## config.mk

```make
export PLATFORM = sky130hd
export DESIGN_NAME = alu_seq
export DESIGN_NICKNAME = d
export VERILOG_FILES = /design/src/rtl/alu_seq.sv
export SDC_FILE = /design/constraint.sdc
export NUM_CORES = 1
export LEC_CHECK = 0
export BUFFER_PORTS_ARGS = -buffer_cell sky130_fd_sc_hd__buf_2
export CELL_PAD_IN_SITES_DETAIL_PLACEMENT = 2
export CELL_PAD_IN_SITES_GLOBAL_PLACEMENT = 2
export CORE_UTILIZATION = 30
export CTS_CLUSTER_DIAMETER = 150
export DETAILED_ROUTE_END_ITERATION = 8
export PLACE_DENSITY = 0.65
export SETUP_SLACK_MARGIN = 0.1
export SLEW_MARGIN = 20
export SYNTH_ARGS = -nofsm -noshare
export SYNTH_HDL_FRONTEND = slang
export SYNTH_SLANG_ARGS = --single-unit
```

## constraint.sdc

```tcl
create_clock -name clk -period 20.2 [get_ports clk]
set_input_delay 4.04 -clock clk [delete_from_list [all_inputs] [get_ports clk]]
set_output_delay 4.04 -clock clk [all_outputs]
set_load 0.005 [all_outputs]
```

## src/rtl/alu_seq.sv

```systemverilog
// alu_seq: handshaked ALU with RV32I base ops and an optional iterative
// RV32M unit (shift-add multiplier, restoring divider).
//
// Ports:
//   clk        in   rising-edge clock
//   reset      in   synchronous, active-high
//   in_valid   in   operation offered
//   in_ready   out  block can accept (IDLE and not in reset)
//   op         in   [4]=M select; [3:0] base code, or [2:0]=funct3 for M ops
//   src_a      in   operand A (XLEN)
//   src_b      in   operand B (XLEN)
//   out_valid  out  result/zero/err valid (DONE)
//   out_ready  in   consumer takes the result
//   result     out  registered result (XLEN)
//   zero       out  result == 0
//   err        out  illegal op code
module alu_seq #(
  parameter int XLEN = 32,
  parameter bit EN_M = 1'b1
) (
  input  logic            clk,
  input  logic            reset,
  input  logic            in_valid,
  output logic            in_ready,
  input  logic [4:0]      op,
  input  logic [XLEN-1:0] src_a,
  input  logic [XLEN-1:0] src_b,
  output logic            out_valid,
  input  logic            out_ready,
  output logic [XLEN-1:0] result,
  output logic            zero,
  output logic            err
);

  localparam int SHW = $clog2(XLEN);

  typedef enum logic [1:0] {IDLE, CALC, DONE} state_t;

  state_t state, state_n;

  function automatic logic base_legal(input logic [3:0] code);
    case (code)
      4'b0000, 4'b1000, 4'b0001, 4'b0101, 4'b1101,
      4'b0010, 4'b0011, 4'b0100, 4'b0110, 4'b0111: return 1'b1;
      default:                                     return 1'b0;
    endcase
  endfunction

  function automatic logic [XLEN-1:0] base_alu(input logic [3:0] code,
                                               input logic [XLEN-1:0] a,
                                               input logic [XLEN-1:0] b);
    logic        [SHW-1:0]  sh;
    logic signed [XLEN-1:0] a_s;
    logic signed [XLEN-1:0] b_s;
    logic signed [XLEN-1:0] sra_s;
    sh    = b[SHW-1:0];
    a_s   = a;
    b_s   = b;
    sra_s = a_s >>> sh;
    case (code)
      4'b0000: return a + b;
      4'b1000: return a - b;
      4'b0001: return a << sh;
      4'b0101: return a >> sh;
      4'b1101: return sra_s;
      4'b0010: return {{(XLEN-1){1'b0}}, (a_s < b_s)};
      4'b0011: return {{(XLEN-1){1'b0}}, (a < b)};
      4'b0100: return a ^ b;
      4'b0110: return a | b;
      4'b0111: return a & b;
      default: return '0;
    endcase
  endfunction

  function automatic logic [XLEN-1:0] fix_sign(input logic neg, input logic [XLEN-1:0] v);
    return neg ? -v : v;
  endfunction

  function automatic logic [2*XLEN-1:0] fix_sign_wide(input logic neg,
                                                      input logic [2*XLEN-1:0] v);
    return neg ? -v : v;
  endfunction

  // Accept-stage decode (combinational on the offered operation)
  logic [2:0]      fn;
  logic            is_div;
  logic            sgn_a;
  logic            sgn_b;
  logic            neg_a;
  logic            neg_b;
  logic            div0;
  logic            ovf;
  logic            go_calc;
  logic            accept;
  logic [XLEN-1:0] imm_res;
  logic            imm_err;
  logic [XLEN-1:0] mag_a;
  logic [XLEN-1:0] mag_b;

  assign fn     = op[2:0];
  assign is_div = fn[2];
  // Operand signedness: MULH s*s, MULHSU s*u, DIV/REM s/s; all others unsigned.
  assign sgn_a  = (fn == 3'b001) || (fn == 3'b010) || (fn == 3'b100) || (fn == 3'b110);
  assign sgn_b  = (fn == 3'b001) || (fn == 3'b100) || (fn == 3'b110);
  assign neg_a  = sgn_a && src_a[XLEN-1];
  assign neg_b  = sgn_b && src_b[XLEN-1];
  assign mag_a  = fix_sign(neg_a, src_a);
  assign mag_b  = fix_sign(neg_b, src_b);
  assign div0   = is_div && (src_b == '0);
  assign ovf    = is_div && !fn[0] && (src_a == {1'b1, {(XLEN-1){1'b0}}}) && (src_b == '1);
  assign go_calc = op[4] && EN_M && !div0 && !ovf;
  assign accept  = (state == IDLE) && in_valid;

  always_comb begin
    imm_res = '0;
    imm_err = 1'b0;
    if (!op[4]) begin
      imm_err = !base_legal(op[3:0]);
      imm_res = imm_err ? '0 : base_alu(op[3:0], src_a, src_b);
    end else if (!EN_M) begin
      imm_err = 1'b1;
    end else if (div0) begin
      imm_res = fn[1] ? src_a : '1;
    end else if (ovf) begin
      imm_res = fn[1] ? '0 : src_a;
    end
  end

  // Iterative stage: registered operands and accumulator
  logic [2:0]      fn_p0;
  logic            neg_q_p0;
  logic            neg_r_p0;
  logic [XLEN-1:0] mag_b_p0;
  logic [XLEN-1:0] acc_hi_p1;
  logic [XLEN-1:0] acc_lo_p1;
  logic [SHW-1:0]  cnt_p1;
  logic            last;

  logic [XLEN:0]     mul_sum;
  logic [XLEN:0]     div_sh;
  logic [XLEN+1:0]   div_diff;
  logic              div_ok;
  logic [XLEN-1:0]   step_hi;
  logic [XLEN-1:0]   step_lo;
  logic [2*XLEN-1:0] prod_c;
  logic [XLEN-1:0]   fin_res;

  assign last = (state == CALC) && (cnt_p1 == SHW'(XLEN - 1));

  always_comb begin
    // Shift-add: add the multiplicand when the low multiplier bit is set,
    // then shift the {carry, hi, lo} product right by one.
    mul_sum  = {1'b0, acc_hi_p1} + (acc_lo_p1[0] ? {1'b0, mag_b_p0} : '0);
    // Restoring division: the dividend shifts out of acc_lo into acc_hi,
    // quotient bits shift into acc_lo from the right.
    div_sh   = {acc_hi_p1, acc_lo_p1[XLEN-1]};
    div_diff = {1'b0, div_sh} - {2'b00, mag_b_p0};
    div_ok   = !div_diff[XLEN+1];
    if (fn_p0[2]) begin
      step_hi = div_ok ? div_diff[XLEN-1:0] : div_sh[XLEN-1:0];
      step_lo = {acc_lo_p1[XLEN-2:0], div_ok};
    end else begin
      step_hi = mul_sum[XLEN:1];
      step_lo = {mul_sum[0], acc_lo_p1[XLEN-1:1]};
    end
    prod_c = fix_sign_wide(neg_q_p0, {step_hi, step_lo});
    case (fn_p0)
      3'b000:          fin_res = prod_c[XLEN-1:0];
      3'b100, 3'b101:  fin_res = fix_sign(neg_q_p0, step_lo);
      3'b110, 3'b111:  fin_res = fix_sign(neg_r_p0, step_hi);
      default:         fin_res = prod_c[2*XLEN-1:XLEN];
    endcase
  end

  always_ff @(posedge clk) begin
    if (accept && go_calc) begin
      fn_p0     <= fn;
      neg_q_p0  <= neg_a ^ neg_b;
      neg_r_p0  <= neg_a;
      mag_b_p0  <= mag_b;
      acc_hi_p1 <= '0;
      acc_lo_p1 <= mag_a;
      cnt_p1    <= '0;
    end else if (state == CALC) begin
      acc_hi_p1 <= step_hi;
      acc_lo_p1 <= step_lo;
      cnt_p1    <= cnt_p1 + 1'b1;
    end
  end

  // Control: state register and next-state logic
  always_ff @(posedge clk) begin
    if (reset) state <= IDLE;
    else       state <= state_n;
  end

  always_comb begin
    state_n = state;
    case (state)
      IDLE:    if (in_valid) state_n = go_calc ? CALC : DONE;
      CALC:    if (last) state_n = DONE;
      DONE:    if (out_ready) state_n = IDLE;
      default: state_n = IDLE;
    endcase
  end

  assign in_ready  = (state == IDLE) && !reset;
  assign out_valid = (state == DONE);

  // Output stage: result and flags written on the same edge
  always_ff @(posedge clk) begin
    if (reset) begin
      result <= '0;
      zero   <= 1'b0;
      err    <= 1'b0;
    end else if (accept && !go_calc) begin
      result <= imm_res;
      zero   <= (imm_res == '0);
      err    <= imm_err;
    end else if (last) begin
      result <= fin_res;
      zero   <= (fin_res == '0);
      err    <= 1'b0;
    end
  end

endmodule

```

======== Word level (Yosys, flattened, before mapping) ========
Memory sizes are Yosys's and may differ from the RTL's.
Index checks and enable logic that the tools add are counted.
cells by class
  $add $sub $neg .......................... 10
  multipliers ............................. 0
  divide/modulo/power cells ............... 0
  order comparisons ....................... 2
  eq/ne operators ......................... 25
  shift operators ......................... 3
  muxes and demuxes ....................... 32
  bitwise operators ....................... 4
  reduce and logical (&&, ||, !) cells .... 36
operators by type and width
  cell                                                                    number
  32-bit two-way mux                                                      18
  32-bit case mux with 10 select lines                                    1
  32-bit negator                                                          4
  32-bit logical NOT                                                      3
  32-bit case mux with 3 select lines                                     1
  32-bit equality test (second input constant)                            2
  32-bit < comparator                                                     2
  64-bit two-way mux                                                      1
  64-bit negator                                                          1
  33-bit by 32-bit subtractor with 34-bit output                          1
  32-bit by 32-bit adder with 33-bit output                               1
  32-bit adder                                                            1
  32-bit AND                                                              1
  32-bit bitwise OR                                                       1
  32-bit by 5-bit left shift with 32-bit output                           1
  32-bit by 5-bit right shift with 32-bit output                          1
  32-bit by 5-bit >>> shifter with 32-bit output                          1
  32-bit subtractor                                                       1
  32-bit bitwise XOR                                                      1
  3-bit equality test (second input constant)                             6
  4-bit by 3-bit equality test with 1-bit output (second input constant)  4
  1-bit logical AND                                                       13
  4-bit by 2-bit equality test with 1-bit output (second input constant)  2
  4-bit equality test (second input constant)                             2
  21 further kinds                                                        42
word-level totals
  bits in registers ....................... 142
  bits in latches ......................... 0
  RAM bits ................................ 0
  bits in read-only memories .............. 16
  output and inout bits ................... 36
  word-level logic and storage cells ...... 124
  memories kept ........................... 1
memory list
  memory            depth  width  read ports  clocked after memory_dff  write ports  line  source
  (name not given)  16     1      1           0                         0            42    case (code)

======== Longest topological paths before layout ========
Gate-level depths: netlist of run 1.
  depth in word-level cells ............... 9
  mapped depth ............................ 26

======== Worst setup path before layout of run 1 ========
No wires, ideal clock.
  kind .................................... input-to-reg
  from .................................... input port src_b[2]
  to ...................................... register zero
  setup time .............................. 58 ps
  arrival ................................. 9276 ps
  path slack .............................. 10866 ps
  stages on the path ...................... 22
  cell sequence ........................... clkbuf_1 inv_2 buf_1 clkbuf_1 buf_1 clkbuf_1 ha_1 clkbuf_1 a211oi_1 nor2_1 a31o_2 o21ai_1 o31ai_1 a31o_2 a2111o_1 a31oi_1 nor3_1 o41a_1 nor4b_1 nand4b_1 nor3_1 a211o_1
between the ends
  word-level cells in the longest chain between the ends .. 8
  elaborated cells between the ends (all ways) .. 28
  those cells by class .................... add/sub (2); order compare (2); eq/ne (1); shift (3); mux (6); bitwise (3); reduce/logical (11)
RTL lines
  item                                                                       line  source
  start, declared                                                            27    input logic [XLEN-1:0] src_b,
  parallel branches: the longest is 8 deep, another holds 32-bit subtractor  n/a
  end signal, assigned                                                       218   zero <= (imm_res == '0);
  end signal, assigned                                                       222   zero <= (fin_res == '0);
  end, declared                                                              31    output logic zero,
Parallel ways; which one is timed is not known.
A chain may end at the register's enable or synchronous reset.

======== Worst setup path after layout of run 1 ========
  from .................................... input port src_b[1]
  to ...................................... register zero
The elaborated chain is that of the path after synthesis.

==> summary.md, run 1 <==
| Metric | Value |
|---|---|
| Final worst slack | 10.50 ns |
| Leakage | 10.40 nW |
| Worst path max stage delay | ~0.97 ns |
| Min-delay worst type | reg2reg |
| Hpwl dp | 121900 um |
| Num rows | around 100 |
| FF+latch count, synth | 142 |
| Ys flop type | dfxtp_1 |
| Outcome | finished clean |
| Worst Path Max Fanout | 47 |
| I/O Buffers | about 110 |
| Htree depth | 4 |
| CP bufs+invs | 2 |
| Final Hold Viols | 0 |
| Routed len/inst | approximately 35 um |
| CP Launch Type | primary input |
| Post-DR vias/cell | 6.538 |
| CTS tree | done |
| Non-filler cells, final | 4362 |
| Routed WL | 153600 um |
| Worst endpoint data arrival time | 10.10 ns |
| First-pass GRT wire length | 219500 um |
| Register area | 0.003533 mm^2 |
| Sequential area share after synthesis | 14.44% |
| Final setup fails | 0 |
| Clk pin slew, worst setup/hold paths | around 0.070 ns |
| # resized after CTS | 0 |
| Max Root-Sink Buffers | 2 |
| Pin count of the biggest net entering global routing | 130 |
| Tot GR Track Use | 36.55% |
| TritonCTS Buffers | 17 |
| Total congestion overflow | 0 |
| Fin Setup TNS | 0 ns |
| Layout Skew | 0.02057 ns |
| Min Tclk post-route | 9.702 ns |
| Cell Area, Synth | roughly 0.024 mm^2 |
| Final Cycle Share | 48.03% |
| Max VDD drop | 0.00007919 V |
| RSZ-0062 raised after global routing | no |
| Worst-path cell chain | buf_4 -> clkinv_1 -> ha_1 -> nor2_1 -> o221ai_1 -> a211oi_1 -> or3_1 -> o2111a_1 -> o21ai_0 -> a221oi_1 -> a21oi_1 -> o21ai_0 -> mux2i_1 -> or3_1 -> nand4_1 -> nand4b_1 -> nor3_1 -> a211o_1 |
| Skew-Pair Late Insertion Delay | 0.50 ns |
| CTS root buf | clkbuf_16 |
| Slew Viols, Final | 0 |
| Post-synth top area cell | ha_1 |
| Ys async rst share | 0% |
| Pre-CTS setup slack | 10.16 ns |
| Vias in the first global route | 29750 |
| Max_cap viols | 0 |
| Critical Path End Type | flop |
| Vias | 28520 |
| Die X | 287.6 um |
| Peak Freq | 0.1031 GHz |
| Placed cell count | 4328 |
| Clock Sinks | around 140 |
| Area of the die | between 0.08 and 0.09 mm^2 |
| Post-Syn Area per Cell | 7.360 um^2 |
| Synth area leaders | ha_1 8.6%, edfxtp_1 8.5%, dfxtp_1 6.0% |
| Top cells by count, synth | 349 x nor2_1, 254 x nand2_1, 242 x a21oi_1 |
| Net Count, Synth | ~3600 |
| Iteration-0 DRC Markers | between 2000 and 2500 |
| Max-slew headroom | 21.21% |
| Synth warn | 0 |
| Fillers | 9526 |
| Worst slew pin tran | approximately 1.2 ns |
| DR DRC count | 0 |
| Cts hold-fix bufs | 0 |
| EDFF count, synth | 69 |
| Layout cells sized above 1 | 12.06% |
| Worst EP required | between 20 and 25 ns |
| Number of placed I/O pins | ~110 |
| TritonRoute pass-1 iters | 6 |
| Antenna violations before repair | 3 |
| Pwr dens | 81.01 mW/mm^2 |
| Most frequent cell after synthesis | nor2_1 |
| CP max-delay cell | a221oi_1 |
| Gpl congestion | 0.9740 |
| Die H | 287.6 um |
| Initial Util | 30.33% |
| Core area | 0.08068 mm^2 |
| Synth top area share | about 8.6% |
| Nets | 3532 |
| Area Overhead vs Synth | 8.554% |
| Post-CTS Setup Repair Bufs | 0 |
| Post-synthesis cell type count | 121 |
| Critical path class | in2reg |
| CP delay by family, top | compound AO/OA/AOI/OAI gates |
| Routed Antenna Nets | 0 |
| Syn Inst Count | between 3000 and 4000 |
| Multi-input gate area | ~0.019 mm^2 |
area by class of cell:
type                       instances  area share [%]
antenna                            2         0.01884
timing repair buffer             178           4.079
clock buffer                      17           1.601
clock inverter                    15          0.5511
tap                             1060           4.992
multi-input combinational       2785           73.15
sequential                       142           13.30
inverter                         163           2.303
stage by stage:
step | area, um^2 | utilization, % | total power, W | hold WS [ns]
floorplan | 24470 | - | 0.001257 | 0.4403
global placement | 25980 | 32.21 | 0.001759 | 0.4511
detailed placement | 25990 | 32.21 | 0.001792 | 0.4804
CTS | 26560 | 32.92 | 0.002137 | 0.4919
global route | 26560 | 32.92 | 0.002249 | 0.5265
finish | 26570 | 32.93 | 0.002152 | 0.4829
layout by cell type, fill, tap and decap left out, types with 36 or more instances in the layout:
| master | netlist | routed |
|---|---|---|
| a211oi_1 | 44 | 44 |
| a21o_1 | 51 | 51 |
| a21oi_1 | 242 | 242 |
| a221oi_1 | 42 | 42 |
| a31oi_1 | 50 | 50 |
| and2_1 | 61 | 61 |
| buf_2 | 20 | 106 |
| buf_4 | 1 | 71 |
| dfxtp_1 | 73 | 73 |
| edfxtp_1 | 69 | 69 |
| ha_1 | 168 | 168 |
| inv_1 | 157 | 157 |
| mux2i_1 | 78 | 78 |
| mux4_2 | 50 | 50 |
| nand2_1 | 254 | 254 |
| nand3_1 | 102 | 101 |
| nand4_1 | 46 | 46 |
| nor2_1 | 349 | 347 |
| nor3_1 | 99 | 96 |
| nor4_1 | 46 | 44 |
| o211ai_1 | 36 | 36 |
| o21a_1 | 39 | 39 |
| o21ai_0 | 234 | 233 |
| o31ai_1 | 38 | 38 |
| xnor2_1 | 114 | 114 |
state kept, by name, summed over array words and instances, names as in the netlist:
name,count
acc_hi_p1,32
acc_lo_p1,32
cnt_p1,5
err,1
fn_p0,3
mag_b_p0,32
neg_q_p0,1
neg_r_p0,1
result,32
state,2
zero,1
report_power, final:
group / switching (W) / internal (W) / leakage [nW]
registers: 0.0000556 / 0.000345 / 1.24
logic: 0.000964 / 0.000451 / 8.86
clock network: 0.000162 / 0.000174 / 0.290
path summary, 6_finish.rpt:
path | startpoint | to | slack [ns] | cells past startpoint
setup / recovery | src_b[1] | zero | 10.50 | 18
hold / removal | cnt_p1[4] | cnt_p1[4] | 0.48 | 2
setup reg to reg | mag_b_p0[23] | zero | 11.74 | 17
hold reg to reg | cnt_p1[4] | cnt_p1[4] | 0.48 | 2
cells by family after synthesis:
logic type      share of synthesized area, %
flops                                  14.44
xor+xnor                               5.261
fa+ha+maj                              8.917
compound gates                         31.53
mux                                    9.126
simple gates                           24.38
buf+inv                                6.350
worst min-delay path, stage by stage (launching register included):
cell and delay (ns):
dfxtp_1 0.32, nand2_1 0.05, o21ai_0 0.07
metal layers:
layer | vias up | share of wire (%) | global-route usage, %
li1 | 12460 | - | -
met2 | 1039 | 47 | 61.81
met3 | 358 | 5.2 | 5.182
met1 | 14660 | 40 | 43.19
met4 | 0 | 7.3 | 23.50
met5 | - | 0 | 0
Note: power is estimated with default switching activity, not from simulation.
==> run 2: changes to the inputs <==
--- a/config.mk
+++ b/config.mk
@@ -5,13 +5,14 @@
 export SDC_FILE = /design/constraint.sdc
 export NUM_CORES = 1
 export LEC_CHECK = 0
+export ABC_AREA = 1
 export BUFFER_PORTS_ARGS = -buffer_cell sky130_fd_sc_hd__buf_2
 export CELL_PAD_IN_SITES_DETAIL_PLACEMENT = 2
 export CELL_PAD_IN_SITES_GLOBAL_PLACEMENT = 2
 export CORE_UTILIZATION = 30
 export CTS_CLUSTER_DIAMETER = 150
 export DETAILED_ROUTE_END_ITERATION = 8
-export PLACE_DENSITY = 0.65
+export PLACE_DENSITY = 0.72
 export SETUP_SLACK_MARGIN = 0.1
 export SLEW_MARGIN = 20
 export SYNTH_ARGS = -nofsm -noshare
==> constraint.sdc (replaced) <==
create_clock -name clk -period 9.6 [get_ports clk]
set_input_delay 1.92 -clock clk [delete_from_list [all_inputs] [get_ports clk]]
set_output_delay 1.92 -clock clk [all_outputs]
set_load 0.005 [all_outputs]
==> run 2 against run 1 <==
Net effect: global-route usage increased by 2.8 points; combinational power increased by 100%; die area grew 6.1%; highest routed layer is now met5.
==> summary.md, run 2 <==
| Metric | Value |
|---|---|
| Outcome | finished clean (unchanged) |
| Die H | 296.3 um (was 287.6 um) |
| Htree depth | 4 (unchanged) |
| EDFF count, synth | 69 (unchanged) |
| Ys flop type | dfxtp_1 (unchanged) |
| Layout cells sized above 1 | 8.083% (was 12.06%) |
| Critical path class | in2reg (unchanged) |
| Final Cycle Share | 71.18% |
| Peak Freq | ~0.15 GHz |
| Final worst slack | 2.766 ns (was 10.50 ns) |
| TritonCTS Buffers | 17 (unchanged) |
| Worst Path Max Fanout | 33 (was 47) |
| Max-slew headroom | 19.77% (was 21.21%) |
| Worst endpoint data arrival time | 7.25 ns (was 10.10 ns) |
| Syn Inst Count | 4644 (was 3325) |
| Clk pin slew, worst setup/hold paths | 0.07 ns (about the same) |
| Number of placed I/O pins | 109 (unchanged) |
| Hpwl dp | 147300 um (was 121900 um) |
| CTS tree | done (unchanged) |
| TritonRoute pass-1 iters | 7 (was 6) |
| Sw Ratio | 58.45% (was 54.92%) |
| Ys async rst share | 0% (unchanged) |
| Pre-CTS setup slack | 2.585 ns (was 10.16 ns) |
| DP Area | 0.02760 mm^2 (was 0.02599 mm^2) |
| Final Hold Viols | 0 (unchanged) |
| Post-synth top area cell | nand2_1 (was ha_1) |
| CP delay by family, top | compound AO/OA/AOI/OAI gates (unchanged) |
| DR DRC count | 0 (unchanged) |
| Post-route cell area | 0.02820 mm^2 (was 0.02657 mm^2) |
| Post-CTS Setup Repair Bufs | 0 (unchanged) |
| Clock group share of total power | 15.8% (was 15.6%) |
| Num rows | 107 (was 104) |
| Gpl congestion | 1.060 (was 0.9740) |
| Post-synthesis cell type count | 73 (was 121) |
| I/O Buffers | 108 (unchanged) |
| Min-delay worst type | reg2reg (unchanged) |
| Layout Skew | 0.02159 ns (was 0.02057 ns) |
| Cts hold-fix bufs | 0 (unchanged) |
| Routed WL | 175700 um (was 153600 um) |
| Register area | 0.003533 mm^2 (unchanged) |
| Synth top area share | 19.77% (was 8.589%) |
| Fin Setup TNS | 0 ns (unchanged) |
| CP Launch Type | primary input (unchanged) |
| Core area | 0.08541 mm^2 (was 0.08068 mm^2) |
| Slew Viols, Final | 0 (unchanged) |
| Utilization after layout | 33.01% (was 32.93%) |
| Flop pwr share | 19.2% (was 18.6%) |
| Top cells by count, synth | 1369 x nand2_1, 600 x inv_1, 418 x nor2_1 (was 349 x nor2_1, 254 x nand2_1, 242 x a21oi_1) |
| Cell Area, Synth | 0.02599 mm^2 (was 0.02447 mm^2) |
| Total congestion overflow | 0 (unchanged) |
| Pwr dens | 157.5 mW/mm^2 (was 81.01 mW/mm^2) |
| Worst path max stage delay | 0.55 ns (was 0.97 ns) |
| Synth area leaders | nand2_1 20%, inv_1 8.7%, ha_1 8.1% (was ha_1 8.6%, edfxtp_1 8.5%, dfxtp_1 6.0%) |
| Max Root-Sink Buffers | 2 (unchanged) |
| Iteration-0 DRC Markers | 2294 (was 2215) |
| Sequential area share after synthesis | 13.60% (was 14.44%) |
| Fillers | 11150 (was 9526) |
| Antenna violations before repair | 8 (was 3) |
| Nets | 4884 (was 3532) |
| Initial Util | 30.42% (was 30.33%) |
| FF+latch count, synth | 142 (unchanged) |
| Leakage | 13.75 nW (was 10.40 nW) |
| Most frequent cell after synthesis | nand2_1 (was nor2_1) |
| CP max-delay cell | buf_2 (was a221oi_1) |
| Most common cell after layout, fill and taps aside | nand2_1 (was nor2_1) |
| Final setup fails | 0 (unchanged) |
| Commonest cells after routing, fill and taps aside | 1369 x nand2_1, 599 x inv_1, 410 x nor2_1 (was 347 x nor2_1, 254 x nand2_1, 242 x a21oi_1) |
| Vias | 33290 (was 28520) |
| Post-Syn Area per Cell | 5.596 um^2 (was 7.360 um^2) |
| Net Count, Synth | 4889 (was 3570) |
| Area Overhead vs Synth | 8.513% (was 8.554%) |
| Routed len/inst | 30.30 um (was 35.21 um) |
| CP bufs+invs | 4 (was 2) |
| Worst slew pin tran | 1.204 ns (was 1.170 ns) |
| Worst-path cell chain | buf_2 -> clkinv_1 -> buf_4 -> ha_1 -> a21oi_1 -> nand2_1 -> a21oi_1 -> o21ai_0 -> a21oi_1 -> o21ai_0 -> o21ai_0 -> nand3_1 -> nand2_1 -> o21ai_0 -> nor2_1 -> nand2_1 -> nor2_1 -> nand4_1 -> nand3_1 -> nand2_1 -> inv_1 (was buf_4 -> clkinv_1 -> ha_1 -> nor2_1 -> o221ai_1 -> a211oi_1 -> or3_1 -> o2111a_1 -> o21ai_0 -> a221oi_1 -> a21oi_1 -> o21ai_0 -> mux2i_1 -> or3_1 -> nand4_1 -> nand4b_1 -> nor3_1 -> a211o_1) |
| Psw | 0.002597 W (was 0.001182 W) |
| Clock Sinks | 142 (unchanged) |
| Routed Antenna Nets | 0 (unchanged) |
| Worst EP required | 10.02 ns (was 20.59 ns) |
| # resized after CTS | 0 (unchanged) |
| Critical Path End Type | flop (unchanged) |
| Max VDD drop | 0.0001451 V (was 0.00007919 V) |
| Max_cap viols | 0 (unchanged) |
| Skew-Pair Late Insertion Delay | 0.47 ns (was 0.50 ns) |
| Pin count of the biggest net entering global routing | 123 (was 130) |
| Gate power share | 65.0% (was 65.8%) |
| Min Tclk post-route | 6.834 ns |
| Synth warn | 0 (unchanged) |
| Internal power contribution | 0.001846 W (was 0.0009701 W) |
| Tot GR Track Use | 39.34% (was 36.55%) |
| RSZ-0062 raised after global routing | no (unchanged) |
| Post-DR vias/cell | 5.741 (was 6.538) |
| Die X | 296.3 um (was 287.6 um) |
| Multi-input gate area | 0.01930 mm^2 (was 0.01943 mm^2) |
| CTS root buf | clkbuf_16 (unchanged) |
| Area of the die | 0.08780 mm^2 (was 0.08272 mm^2) |
| First-pass GRT wire length | 246800 um (was 219500 um) |
| Vias in the first global route | 34270 (was 29750) |
[run 2: path summary, 6_finish.rpt]
check                           cells past startpoint          start         to  slack, ns
worst max-delay path                               21       src_b[3]       zero       2.77
worst min-delay path                                2      cnt_p1[4]  cnt_p1[4]       0.49
worst max register to register                     32  acc_hi_p1[25]       zero       3.01
worst min register to register                      2      cnt_p1[4]  cnt_p1[4]       0.49
[run 2: cell families (layout without fill, tap and decap cells)]
family / Yosys count / count (layout) / share of synthesized area (%)
XOR/XNOR: 90 / 90 / 3.033
other: 0 / 2 / 0
multiplexers: 17 / 17 / 0.6548
AO/OA/AOI/OAI: 917 / 917 / 20.03
buffers and inverters: 819 / 827 / 12.31
adder cells (fa/ha/maj): 172 / 172 / 8.397
flip-flops: 142 / 142 / 13.60
AND/OR/NAND/NOR: 2487 / 2487 / 41.98
[run 2: metal layers]
metal  share of wire, %  track usage (%)
met1                 41            46.72
met2                 47            67.84
met3                4.0            3.833
met4                7.1            24.84
met5              0.046                0
[run 2: power groups by stage]
stage                     combinational, W  sequential [W]  clock [W]
after detailed placement           0.00284        0.000866          0
final                              0.00289        0.000853   0.000703
after CTS                          0.00286        0.000853   0.000710
after global placement             0.00278        0.000863          0
after global routing               0.00312        0.000855   0.000731
after floorplan                    0.00183        0.000784          0
[run 2: area by class of cell]
type	count	area share (%)
sequential	142	12.53
tap	1144	5.076
antenna	2	0.01775
multi-input combinational	3683	68.44
clock inverter	14	0.5857
inverter	633	8.426
timing repair buffer	162	3.399
clock buffer	18	1.522
[run 2: through the flow]
stage	instances	hold WS, ns	power, W
after floorplan	4644	0.4404	0.002612
after global placement	5764	0.4576	0.003641
after detailed placement	5764	0.4693	0.003705
after CTS	5796	0.4917	0.004420
after global routing	5796	0.5183	0.004707
final	5798	0.4851	0.004442
[run 2: tightest hold or removal path, cell delays in order, from the launching register on]
cell and delay, ns:
dfxtp_1 0.34, a22oi_1 0.07, inv_1 0.05
